==> config.mk <==
export PLATFORM = sky130hd
export DESIGN_NAME = ro_puf_sequencer_flat
export DESIGN_NICKNAME = d
export VERILOG_FILES = /design/src/rtl/ro_puf_sequencer_if.sv /design/src/rtl/ro_puf_sequencer.sv /design/src/flat_wrapper.sv
export SDC_FILE = /design/constraint.sdc
export NUM_CORES = 1
export LEC_CHECK = 0
export BUFFER_PORTS_ARGS = -buffer_cell sky130_fd_sc_hd__buf_2
export CORE_MARGIN = 8
export CORE_UTILIZATION = 55
export CTS_CLUSTER_DIAMETER = 60
export DETAILED_ROUTE_END_ITERATION = 8
export PLACE_DENSITY_LB_ADDON = 0.1
export SLEW_MARGIN = 20
export SYNTH_ARGS = -nofsm -noshare
export SYNTH_HDL_FRONTEND = slang
export SYNTH_SLANG_ARGS = --single-unit
==> constraint.sdc <==
create_clock -name clk -period 5.6 [get_ports clk]
set_input_delay 0.28 -clock clk [delete_from_list [all_inputs] [get_ports clk]]
set_output_delay 0.28 -clock clk [all_outputs]
set_load 0.03 [all_outputs]
==> src/rtl/ro_puf_sequencer_if.sv <==
// ro_puf_sequencer_if: host command/response handshake plus RO datapath strobes for the PUF sequencer.
interface ro_puf_sequencer_if #(
    parameter int NUM_LOOPS        = 4,
    parameter int REPETITIONS_BITS = 16,
    parameter int EVAL_TIME_BITS   = 16
);
    localparam int SEL_W = NUM_LOOPS > 2 ? $clog2(NUM_LOOPS) : 1;
    logic                        start;
    logic                        abort;
    logic [NUM_LOOPS-1:0]        challenge;
    logic [REPETITIONS_BITS-1:0] repetitions;
    logic [EVAL_TIME_BITS-1:0]   eval_time;
    logic                        resp_bit;
    logic                        busy;
    logic                        done;
    logic                        reset_puf;
    logic [SEL_W-1:0]            select_puf;
    logic                        enable_puf;
    logic                        store_response_puf;
    logic                        resp_valid;
    logic                        resp_ready;
    logic [NUM_LOOPS-1:0]        response;
    modport master (
        output start, abort, challenge, repetitions, eval_time, resp_bit, resp_ready,
        input  busy, done, reset_puf, select_puf, enable_puf, store_response_puf, resp_valid, response
    );
    modport slave (
        input  start, abort, challenge, repetitions, eval_time, resp_bit, resp_ready,
        output busy, done, reset_puf, select_puf, enable_puf, store_response_puf, resp_valid, response
    );
endinterface

==> src/rtl/ro_puf_sequencer.sv <==
// ro_puf_sequencer: measures challenge-selected RO loops over several passes and majority-votes each loop.
module ro_puf_sequencer #(
    parameter int NUM_LOOPS        = 4,
    parameter int REPETITIONS_BITS = 16,
    parameter int EVAL_TIME_BITS   = 16,
    parameter int SETTLE_CYCLES    = 2
) (
    input logic              clk,
    input logic              reset,
    ro_puf_sequencer_if.slave bus
);
    localparam int SEL_W = NUM_LOOPS > 2 ? $clog2(NUM_LOOPS) : 1;
    localparam int SET_W = $clog2(SETTLE_CYCLES + 1);
    localparam int CW    = EVAL_TIME_BITS > SET_W ? EVAL_TIME_BITS : SET_W;
    localparam int RB    = REPETITIONS_BITS;
    typedef enum logic [2:0] {IDLE, RST, EVAL, STORE, RESP} state_e;
    state_e                        state_q, state_d;
    logic [NUM_LOOPS-1:0]          mask_q, mask_d, resp_q, resp_d;
    logic [RB-1:0]                 reps_q, reps_d, pass_q, pass_d;
    logic [EVAL_TIME_BITS-1:0]     eval_q, eval_d;
    logic [CW-1:0]                 cnt_q, cnt_d;
    logic [SEL_W-1:0]              sel_q, sel_d;
    logic [NUM_LOOPS-1:0][RB-1:0]  votes_q, votes_d;
    logic                          done_q, done_d;
    logic [SEL_W:0]                first_bit, restart_bit, next_bit;
    logic                          phase_end;
    // {found, index} of the lowest set mask bit at or above lo
    function automatic logic [SEL_W:0] lowest_from(input logic [NUM_LOOPS-1:0] m, input int lo);
        logic [SEL_W:0] r;
        r = '0;
        for (int i = NUM_LOOPS - 1; i >= 0; i--)
            if (m[i] && i >= lo) r = {1'b1, SEL_W'(i)};
        return r;
    endfunction
    assign first_bit   = lowest_from(bus.challenge, 0);
    assign restart_bit = lowest_from(mask_q, 0);
    assign next_bit    = lowest_from(mask_q, int'(sel_q) + 1);
    assign phase_end   = cnt_q == (state_q == RST ? CW'(SETTLE_CYCLES - 1) : CW'(eval_q - 1'b1));
    always_comb begin
        state_d = state_q;
        mask_d  = mask_q;
        reps_d  = reps_q;
        eval_d  = eval_q;
        cnt_d   = cnt_q;
        sel_d   = sel_q;
        pass_d  = pass_q;
        votes_d = votes_q;
        resp_d  = resp_q;
        done_d  = 1'b0;
        case (state_q)
            IDLE: if (bus.start) begin
                mask_d  = bus.challenge;
                reps_d  = bus.repetitions == '0 ? RB'(1) : bus.repetitions;
                eval_d  = bus.eval_time == '0 ? EVAL_TIME_BITS'(1) : bus.eval_time;
                votes_d = '0;
                pass_d  = '0;
                cnt_d   = '0;
                resp_d  = '0;
                sel_d   = first_bit[SEL_W-1:0];
                state_d = first_bit[SEL_W] ? RST : RESP;
                done_d  = !first_bit[SEL_W];
            end
            RST, EVAL: begin
                cnt_d = cnt_q + 1'b1;
                if (phase_end) begin
                    cnt_d   = '0;
                    state_d = state_q == RST ? EVAL : STORE;
                end
            end
            STORE: begin
                votes_d[sel_q] = votes_q[sel_q] + RB'(bus.resp_bit);
                state_d = RST;
                sel_d   = next_bit[SEL_W] ? next_bit[SEL_W-1:0] : restart_bit[SEL_W-1:0];
                if (!next_bit[SEL_W]) begin
                    pass_d = pass_q + 1'b1;
                    if (pass_d == reps_q) begin
                        state_d = RESP;
                        done_d  = 1'b1;
                        sel_d   = '0;
                        for (int i = 0; i < NUM_LOOPS; i++)
                            resp_d[i] = mask_q[i] && ({votes_d[i], 1'b0} > {1'b0, reps_q});
                    end
                end
            end
            RESP: if (bus.resp_ready) begin
                state_d = IDLE;
                resp_d  = '0;
            end
            default: state_d = IDLE;
        endcase
        if (bus.abort && state_q != IDLE) begin
            state_d = IDLE;
            resp_d  = '0;
            done_d  = 1'b0;
            sel_d   = '0;
            cnt_d   = '0;
        end
    end
    always_ff @(posedge clk) begin
        if (reset) begin
            state_q <= IDLE;
            mask_q  <= '0;
            reps_q  <= '0;
            eval_q  <= '0;
            cnt_q   <= '0;
            sel_q   <= '0;
            pass_q  <= '0;
            votes_q <= '0;
            resp_q  <= '0;
            done_q  <= 1'b0;
        end else begin
            state_q <= state_d;
            mask_q  <= mask_d;
            reps_q  <= reps_d;
            eval_q  <= eval_d;
            cnt_q   <= cnt_d;
            sel_q   <= sel_d;
            pass_q  <= pass_d;
            votes_q <= votes_d;
            resp_q  <= resp_d;
            done_q  <= done_d;
        end
    end
    assign bus.busy               = state_q != IDLE;
    assign bus.done               = done_q;
    assign bus.reset_puf          = state_q == RST;
    assign bus.enable_puf         = state_q == EVAL;
    assign bus.store_response_puf = state_q == STORE;
    assign bus.resp_valid         = state_q == RESP;
    assign bus.select_puf         = sel_q;
    assign bus.response           = resp_q;
endmodule

==> src/flat_wrapper.sv <==
// flat-port wrapper written by rule: the top's interface ports become plain ports
module ro_puf_sequencer_flat 
#(
    parameter int NUM_LOOPS        = 4,
    parameter int REPETITIONS_BITS = 16,
    parameter int EVAL_TIME_BITS   = 16,
    parameter int SETTLE_CYCLES    = 2
)
  (clk, reset, bus_start, bus_abort, bus_challenge, bus_repetitions, bus_eval_time, bus_resp_bit, bus_resp_ready, bus_busy, bus_done, bus_reset_puf, bus_select_puf, bus_enable_puf, bus_store_response_puf, bus_resp_valid, bus_response);
  ro_puf_sequencer_if #(.NUM_LOOPS(NUM_LOOPS), .REPETITIONS_BITS(REPETITIONS_BITS), .EVAL_TIME_BITS(EVAL_TIME_BITS)) bus_i ();
  input logic clk;
  input logic reset;
  input wire logic [$bits(bus_i.start)-1:0] bus_start;
  input wire logic [$bits(bus_i.abort)-1:0] bus_abort;
  input wire logic [$bits(bus_i.challenge)-1:0] bus_challenge;
  input wire logic [$bits(bus_i.repetitions)-1:0] bus_repetitions;
  input wire logic [$bits(bus_i.eval_time)-1:0] bus_eval_time;
  input wire logic [$bits(bus_i.resp_bit)-1:0] bus_resp_bit;
  input wire logic [$bits(bus_i.resp_ready)-1:0] bus_resp_ready;
  output wire logic [$bits(bus_i.busy)-1:0] bus_busy;
  output wire logic [$bits(bus_i.done)-1:0] bus_done;
  output wire logic [$bits(bus_i.reset_puf)-1:0] bus_reset_puf;
  output wire logic [$bits(bus_i.select_puf)-1:0] bus_select_puf;
  output wire logic [$bits(bus_i.enable_puf)-1:0] bus_enable_puf;
  output wire logic [$bits(bus_i.store_response_puf)-1:0] bus_store_response_puf;
  output wire logic [$bits(bus_i.resp_valid)-1:0] bus_resp_valid;
  output wire logic [$bits(bus_i.response)-1:0] bus_response;
  assign bus_i.start = bus_start;
  assign bus_i.abort = bus_abort;
  assign bus_i.challenge = bus_challenge;
  assign bus_i.repetitions = bus_repetitions;
  assign bus_i.eval_time = bus_eval_time;
  assign bus_i.resp_bit = bus_resp_bit;
  assign bus_i.resp_ready = bus_resp_ready;
  assign bus_busy = bus_i.busy;
  assign bus_done = bus_i.done;
  assign bus_reset_puf = bus_i.reset_puf;
  assign bus_select_puf = bus_i.select_puf;
  assign bus_enable_puf = bus_i.enable_puf;
  assign bus_store_response_puf = bus_i.store_response_puf;
  assign bus_resp_valid = bus_i.resp_valid;
  assign bus_response = bus_i.response;
  ro_puf_sequencer #(.NUM_LOOPS(NUM_LOOPS), .REPETITIONS_BITS(REPETITIONS_BITS), .EVAL_TIME_BITS(EVAL_TIME_BITS), .SETTLE_CYCLES(SETTLE_CYCLES)) u_core (.clk(clk), .reset(reset), .bus(bus_i));
endmodule
=== Word-level counts from Yosys, hierarchy flattened ===
Cells that the tools add are included.

* Register bits: 142
* Input port bits: 42
* Output and inout port bits: 12
* Word-level logic and storage cells: 114

* $add $sub $neg: 5
* Order comparisons: 10
* Equal/unequal tests: 11
* Mux-type cells: 49
* Reductions and logical operators: 26

{| class="wikitable"
|+ Operator list
! cell !! number
|-
| 16-bit two-way mux || 8
|-
| 64-bit one-hot mux with 2 select lines || 1
|-
| 17-bit by 16-bit > comparator with 1-bit output || 4
|-
| 64-bit bitwise mux || 1
|-
| 3-bit by 32-bit >= comparator with 1-bit output, first input constant || 2
|-
| 64-bit two-way mux || 1
|-
| 16-bit one-hot mux with 2 select lines || 2
|-
| 3-bit two-way mux || 14
|-
| 16-bit by 1-bit adder with 16-bit output, second input constant || 2
|-
| 16-bit binary-select mux with 2-bit select || 1
|-
| 16-bit demux with 2-bit select || 1
|-
| 16-bit equality test || 2
|-
| 1-bit by 32-bit >= comparator with 1-bit output, first input constant || 1
|-
| 2-bit by 32-bit >= comparator with 1-bit output, first input constant || 1
|-
| 16-bit zero test || 2
|-
| 16-bit by 1-bit adder with 16-bit output || 1
|-
| 2-bit two-way mux || 8
|-
| 4-bit two-way mux || 4
|-
| 16-bit by 1-bit subtractor with 16-bit output, second input constant || 1
|-
| 3-bit one-hot mux with 4 select lines || 1
|-
| 4-bit one-hot mux with 3 select lines || 1
|-
| 1-bit logical AND || 10
|-
| 3-bit by 2-bit equality test with 1-bit output, second input constant || 2
|-
| 2-bit != test, second input constant || 3
|-
| 17 further kinds || 27
|}

=== Longest topological paths before layout ===
Gate-level depths: netlist of run 1.

* Depth in word-level cells: 11
* Depth in mapped cells: 20
* Depth with buffers taken out: 16

=== Worst setup path before layout of run 1 ===
OpenSTA, ideal clock, no wires.

* Path kind: register to register
* From: register u_core.sel_q[0], in the netlist u_core.bus.select_puf[0]
* To: register u_core.resp_q[2], in the netlist u_core.bus.response[2]
* Library setup time: 0.135 ns
* Data arrival time: 4.313 ns
* Required time: 5.465 ns
* Path slack: 1.152 ns
* Cell stages (with the launch flop): 19
* Buffers on the path: 3
* Clock period less this slack: 4.448 ns
* Cell sequence: dfxtp_1 buf_2 buf_2 clkbuf_1 mux4_2 ha_1 and4_1 nand2_1 xor2_1 o21ai_0 ha_1 a21o_1 a21o_1 a21o_1 a2111oi_0 o31ai_1 a21oi_1 nand3b_1 a21oi_1

* Word-level cells in the longest chain between the ends: 10
* Elaborated cells on any way between the ends: 29
* Those cells by class: add/sub (2); order compare (7); eq/ne (1); mux (12); reduce/logical (7)

{| class="wikitable"
|+ Ends and longest elaborated chain
! what !! RTL line !! source
|-
| start, declared || ro_puf_sequencer.sv:22 || <nowiki>logic [SEL_W-1:0] sel_q, sel_d;</nowiki>
|-
| start signal, assigned || ro_puf_sequencer.sv:117 || <nowiki>sel_q <= sel_d;</nowiki>
|-
| branches (longest 10 deep; another with 17-bit by 16-bit > comparator with 1-bit output) || -- ||
|-
| end signal, assigned || ro_puf_sequencer.sv:120 || <nowiki>resp_q <= resp_d;</nowiki>
|-
| end, declared || ro_puf_sequencer.sv:18 || <nowiki>logic [NUM_LOOPS-1:0] mask_q, mask_d, resp_q, resp_d;</nowiki>
|}

Parallel ways; which one is timed is not known. The select of a mux whose other input is x is not followed.
A chain may end at the register's enable or synchronous reset.

=== Final worst setup path of run 1 ===
* From: register u_core.sel_q[0], in the netlist u_core.bus.select_puf[0]
* To: register u_core.resp_q[3], in the netlist u_core.bus.response[3]

The elaborated chain is that of the path after synthesis.

==> results of run 1 <==
## kinds of logic (layout without fill, tap and decap cells)
family	after synthesis	after routing	synth area share, %
buf+inv	109	128	4.44
flops	142	142	29.5
other cells	0	1	0
simple gates	506	506	25.3
compound gates	337	337	21.5
mux	19	19	4.07
fa+ha+maj	64	64	8.30
xor+xnor	74	74	6.86
## placed cells by master (no fill, tap or decap), types with 8 or more instances in the layout
cell	n
nor3_2	10
nor4_1	13
xnor2_1	34
clkbuf_16	17
nor2_1	91
dfxtp_1	142
xor2_1	39
buf_4	14
mux4_2	16
and4_1	8
buf_2	53
a211oi_1	9
nand2_1	202
nand4_1	22
o211ai_1	9
o21ai_0	93
a21oi_1	113
nand3_1	44
nor2b_1	9
and3_1	24
a22o_1	18
ha_1	64
nor3_1	34
a22oi_1	18
a31oi_1	9
a21o_1	27
inv_1	31
o31ai_1	8
## state kept, by name (all words and copies together), names as in the netlist
name / cells
u_core.votes_q: 64
u_core.bus.done: 1
u_core.state_q: 3
u_core.bus.select_puf: 2
u_core.reps_q: 16
u_core.mask_q: 4
u_core.eval_q: 16
u_core.cnt_q: 16
u_core.bus.response: 4
u_core.pass_q: 16
## per-layer routing
metal / wire length [um] / share of wire (%)
met4: 520 / 1.8
met5: 0 / 0
met3: 2120 / 7.4
met2: 12700 / 44
met1: 13400 / 47
## area by class of cell
class	instances	area (um2)
Clock inverter	10	164
Tap cell	225	282
Fill cell	1587	6630
Inverter	31	116
Clock buffer	20	457
Timing Repair Buffer	67	370
Sequential cell	142	2840
Multi-Input combinational cell	1000	6380
Antenna cell	1	2.50
## metrics by stage
stage	setup slack [ns]	utilization, %	hold WS (ns)	instance area [um2]	std cells
after floorplan	1.15	-	0.416	9640	1251
after global placement	1.49	57.9	0.469	9990	1465
after detailed placement	1.38	57.9	0.474	9990	1465
after CTS	1.33	61.5	0.0833	10600	1495
after global routing	1.01	61.6	0.0889	10600	1496
final	1.35	61.6	0.0959	10600	1496
## worst max path at each step
stage	from	end	slack [ns]	cells past startpoint
2_1_floorplan	u_core.bus.select_puf[0]$_SDFFE_PP0P_	u_core.bus.response[2]$_SDFFE_PP0P_	1.15	18
6_report	u_core.bus.select_puf[0]$_SDFFE_PP0P_	u_core.bus.response[3]$_SDFFE_PP0P_	1.35	15
4_1_cts	u_core.bus.select_puf[0]$_SDFFE_PP0P_	u_core.bus.response[3]$_SDFFE_PP0P_	1.33	15
3_3_place_gp	u_core.bus.select_puf[0]$_SDFFE_PP0P_	u_core.bus.response[3]$_SDFFE_PP0P_	1.49	15
3_5_place_dp	u_core.bus.select_puf[0]$_SDFFE_PP0P_	u_core.bus.response[3]$_SDFFE_PP0P_	1.38	15
5_1_grt	u_core.bus.select_puf[0]$_SDFFE_PP0P_	u_core.bus.response[3]$_SDFFE_PP0P_	1.01	15
## cell usage after synthesis (all sizes together), types with 2 or more instances
library cell / number
nor2: 92
or3: 7
nand2b: 6
mux4: 16
and4: 8
a22o: 18
or4b: 3
ha: 64
a21oi: 113
o211ai: 9
nand4: 22
nor2b: 9
dfxtp: 142
a22oi: 18
xnor2: 34
o22ai: 2
a21o: 27
a2111oi: 2
o21a: 3
xor2: 39
o21ai: 93
and2: 7
a41oi: 4
nand2: 202
a221o: 2
a31oi: 9
a32o: 3
nor4: 14
or2: 5
or4: 7
o31ai: 8
o2111ai: 2
nor3: 44
a311oi: 2
and3: 24
nand3: 44
mux2: 2
a211o: 2
buf: 13
nand3b: 7
a211oi: 9
inv: 31
clkbuf: 65
o311ai: 4
## worst reg2reg max path, cell delays in order (launching register included)
cell and delay, ns:
dfxtp_1 0.61, buf_4 0.40, mux4_2 0.60, and4_1 0.22
and3_1 0.27, nand3_1 0.13, xor2_1 0.34, o21ai_0 0.15
ha_1 0.35, nand2_1 0.07, nor3_1 0.32, o211ai_1 0.17
o2111ai_1 0.13, a21oi_1 0.10, nand3b_1 0.16, a21oi_1 0.15
## where the power goes
| group | internal [mW] | leakage, nW | switching, mW |
|---|---|---|---|
| sequential | 1.06 | 1.15 | 0.0813 |
| clock | 0.764 | 0.302 | 0.454 |
| combinational | 0.401 | 2.84 | 0.737 |
==> reports/results.ini, run 1 <==
[status]
status = completed

[critical_path]
r2r_setup_slack_ns = 1.35
cp-end-kind = flip-flop
rr_worst_depth = 15
r2r_end = u_core.bus.response[3]$_SDFFE_PP0P_
max_stage_delay_ns = 0.61
critical_path_class = reg2reg
cp-start-kind = flip-flop
critPathRequiredTime_ns = 5.94
path_buf_inv = 1
arrival_ns = 4.59
slowest_stage = dfxtp_1
crit_path_frequent_cell = a21oi_1
path_cells = buf_4 -> mux4_2 -> and4_1 -> and3_1 -> nand3_1 -> xor2_1 -> o21ai_0 -> ha_1 -> nand2_1 -> nor3_1 -> o211ai_1 -> o2111ai_1 -> a21oi_1 -> nand3b_1 -> a21oi_1
crit_path_max_fanout = 19
path_delay_family = simple AND/OR/NAND/NOR gates
worstReg2RegStart = u_core.bus.select_puf[0]$_SDFFE_PP0P_

[synthesis]
synth-seq-area-share_pct = 29.5
syn_inst = 1251
netlist_area_mm2 = 0.00964
netlist.area_leader.share_pct = 29.5
synth_area_leaders = dfxtp_1 29%, ha_1 8.3%, nand2_1 7.9%, a21oi_1 5.9%, o21ai_0 4.8%
yosys_warnings = 0
ys.flop_type = dfxtp_1
synth_area_leader_cell = dfxtp_1
synth_fp_nets = 1357
avgSynthCellArea_um2 = 7.71
async_flop_share_pct = 0
synth-seq-cells = 142
yosysUniqueCellTypes = 66
synth-edff-count = 0

[clock_network]
clk_pin_slew_ns = 0.06
clock-sinks = 142
cts_buffer_depth = 2
numCtsBuffers = 17
insertion_delay_ns = 0.43
cts_resized = 0
cts_hold_buf = 0
postCtsSetupBuffers = 0
cts_tree = built
cts-root-buf = clkbuf_16
htreeDepth = 4

[hold_path]
min_path_type = in2reg
min_to = u_core.reps_q[12]$_SDFFE_PP0P_
hp-start = bus_repetitions[12]
holdPathStages = 3

[power]
power_density_mw_per_mm2 = 329
p_leak_nw = 4.29
total_power_mw = 3.49
peakVddDrop_uv = 260

[route]
routed_wl_um = 28700
drt-pass1-iter-count = 7
viasPerCell = 6.31
num_vias = 9443
drt_iter0_markers = 924
drtAntennaViolNets = 0
wl_per_cell_um = 19.2
drc_errors = 0

[floorplan]
die_w_um = 148
dieArea_mm2 = 0.0220
fp.dieH_um = 148
ios = 54
rows = 48
core_area_mm2 = 0.0172
start_util_pct = 56.0

[sta]
final_max_slew_viol_count = 0
grt_setup_unrepaired = false
skew_ns = 0.00846
slew_headroom_pct = 28.2
timing_hold_violations_final = 0
fin_crit_ns = 4.25
setup-violations-final = 0
fin_crit_sh_pct = 75.9
tns_ns = 0
max_freq_ghz = 0.235
max_slew.worst_pin.slew_ns = 1.07

[final_layout]
drive_gt1_share_pct = 10.7
fin_nets = 1365
area_delta_synth_final_pct = 10.0

[placement]
finalWeightedCongestion = 0.951
numPortBuffers = 53
dpl.hpwl_um = 20700

[grt]
grt_pass1_wl_um = 46600
met2_usage_pct = 39.4
grtUsageMet1_pct = 37.0
track_usage_pct = 26.3
grt_pass1_vias = 8708
grt_remaining_overflow = 0
grt_use_met3_pct = 5.20
top_usage_layer = met2
antenna_found_initial = 1
grt_max_degree = 82

[flow_run]
drv_cap = 0

Note: power is estimated with default switching activity, not from simulation.
==> inputs of run 2 (changes only) <==
==> constraint.sdc (replaced) <==
create_clock -name clk -period 4.1 [get_ports clk]
set_input_delay 0.205 -clock clk [delete_from_list [all_inputs] [get_ports clk]]
set_output_delay 0.205 -clock clk [all_outputs]
set_load 0.03 [all_outputs]
==> reports/results.ini, run 2 (synthesis results as in run 1) <==
[route]
num_vias = 9357  ; -0.91%
route.met3.wl_um = 2040  ; -3.6%
wl_met2_um = 12500  ; -1.6%
viasPerCell = 6.20  ; -1.8%
drc_errors = 0  ; unchanged
top_layer_used = met4
routed_wl_um = 28500  ; -0.74%
drt-met1-wl_um = 13400  ; +0.48%
drt-pass1-iter-count = 5  ; -2
wl_per_cell_um = 18.9  ; -1.6%
drtAntennaViolNets = 0  ; unchanged
drt_iter0_markers = 983  ; +6.4%

[placement]
dpl.hpwl_um = 21000  ; +1.3%
dp_cells = 1478  ; +0.89%
finalWeightedCongestion = 0.951  ; about the same
numPortBuffers = 53  ; unchanged

[flow_run]
drv_cap = 0  ; unchanged

[critical_path]
slowest_stage = mux4_2
cp-start-kind = flip-flop
path_cells = mux4_2 -> ha_1 -> and4_1 -> and3_2 -> nand2_1 -> xor2_2 -> o21ai_0 -> ha_1 -> a21o_1 -> a21o_1 -> a21o_1 -> a21oi_1 -> o31ai_1 -> a21oi_1 -> nand3b_1 -> a21oi_1
max_stage_delay_ns = 0.52  ; -0.09 ns
crit_path_max_fanout = 7  ; -12
arrival_ns = 4.17  ; -0.42 ns
r2r_setup_slack_ns = 0.19  ; -1.16 ns
critPathRequiredTime_ns = 4.37  ; -1.57 ns
critical_path_class = reg2reg
cp-end-kind = flip-flop

[floorplan]
rows = 48  ; unchanged
core_area_mm2 = 0.0172  ; unchanged
dieArea_mm2 = 0.0220  ; unchanged
start_util_pct = 56.0  ; unchanged
ios = 54  ; unchanged
fp.dieH_um = 148  ; unchanged
die_w_um = 148  ; unchanged

[sta]
final_max_slew_viol_count = 0  ; unchanged
skew_ns = 0.00558  ; -0.00288 ns
timing_hold_violations_final = 0  ; unchanged
hold_slack_ns = 0.0228  ; -0.0731 ns
max_freq_ghz = 0.256  ; +8.8%
max_slew.worst_pin.slew_ns = 1.13  ; +0.0541 ns
fin_crit_ns = 3.91  ; -0.342 ns
slew_headroom_pct = 24.6  ; -3.6 points
fin_crit_sh_pct = 95.3  ; +19 points
setup-violations-final = 0  ; unchanged
tns_ns = 0  ; unchanged

[power]
p_leak_nw = 4.33  ; +1.0%
power_density_mw_per_mm2 = 437  ; +33%
peakVddDrop_uv = 345  ; +33%

[grt]
track_usage_pct = 26.1  ; -0.19 points
grt_pass1_wl_um = 46500  ; -0.30%
grt_max_degree = 82  ; unchanged
grt_remaining_overflow = 0  ; unchanged
grt_pass1_vias = 8792  ; +0.96%
antenna_found_initial = 1  ; unchanged

[final_layout]
final_cell_mix = 202 x nand2_1, 140 x dfxtp_1, 113 x a21oi_1, 93 x o21ai_0, 91 x nor2_1
fin_nets = 1378  ; +0.95%
stdcell_count = 1509  ; +0.87%
drive_gt1_share_pct = 12.2  ; +1.5 points
regMostFlops = u_core.votes_q
final_common_cell = nand2_1
largest_reg_flops = 64  ; unchanged
area_delta_synth_final_pct = 11.0

[clock_network]
clock-sinks = 142  ; unchanged
insertion_delay_ns = 0.43  ; about the same
cts_hold_buf = 0  ; unchanged
htreeDepth = 4  ; unchanged
clk_pin_slew_ns = 0.06  ; about the same
cts_buffer_depth = 2  ; unchanged
numCtsBuffers = 17  ; unchanged
cts_tree = built
cts-root-buf = clkbuf_16

[hold_path]
min_path_type = in2reg

[status]
status = completed

-- run 2: changes by cell type in the layout (fill, tap and decap cells not counted), moves of 2 or more --
cell,delta
buf_4,+12
bufinv_16,-2
dfxtp_1,-2
xor2_1,-2
xor2_2,+2
-- run 2: routing by layer --
metal / track usage (%) / vias up
li1: - / 4572
met1: 36.6 / 4398
met2: 40.0 / 352
met3: 5.29 / 35
met4: 6.78 / 0
met5: 0 / -
-- run 2: layout make-up --
cell class,instances,area [um2]
repair buffers,80,472
inverters,31,116
clock buffers,20,457
diodes,1,2.50
clock inverters,10,116
well taps,225,282
flip-flops and latches,142,2850
multi-input cells,1000,6410
fillers,1548,6530
-- run 2: final timing paths --
kind | start | endpoint | cells past startpoint
hold reg to reg | u_core.votes_q[0]$_SDFFE_PP0P_ | u_core.votes_q[0]$_SDFFE_PP0P_ | 2
setup reg to reg | u_core.bus.select_puf[0]$_SDFFE_PP0P_ | u_core.bus.response[2]$_SDFFE_PP0P_ | 16
hold / removal | bus_repetitions[10] | u_core.reps_q[10]$_SDFFE_PP0P_ | 3
setup / recovery | u_core.bus.select_puf[0]$_SDFFE_PP0P_ | u_core.bus.response[2]$_SDFFE_PP0P_ | 16
-- run 2: stage by stage --
step                      utilization [%]  setup WS [ns]  area, um2  power, mW
after floorplan                         -         0.0298       9660       2.70
after global placement               58.5          0.261      10100       3.12
after detailed placement             58.5          0.147      10100       3.13
after CTS                            61.8          0.135      10700       4.66
after global routing                 62.1        -0.0898      10700       4.92
final                                62.1          0.192      10700       4.68
-- run 2: power by group --
group          internal, mW  leakage, nW  total, mW  switching [mW]
Clock                 0.920        0.278       1.54           0.616
Combinational         0.572         2.91       1.59            1.02
Sequential             1.44         1.15       1.55           0.108
-- run 2: what timing repair did --
| item | CTS | global route |
|---|---|---|
| hold endpoints to repair | 0 | 0 |
| setup buffers | 0 | 0 |
| endpoints found under the setup margin | 0 | 3 |
| gates resized for setup | 0 | 9 |
-- run 2: critical path: cells and delay by family (launching register included) --
| family | cells | cell delay, ns |
|---|---|---|
| AO/OA/AOI/OAI | 8 | 1.24 |
| AND/OR/NAND/NOR | 4 | 0.75 |
| XOR/XNOR | 1 | 0.20 |
| adder cells (fa/ha/maj) | 2 | 0.58 |
| multiplexers | 1 | 0.52 |
| flip-flops | 1 | 0.42 |
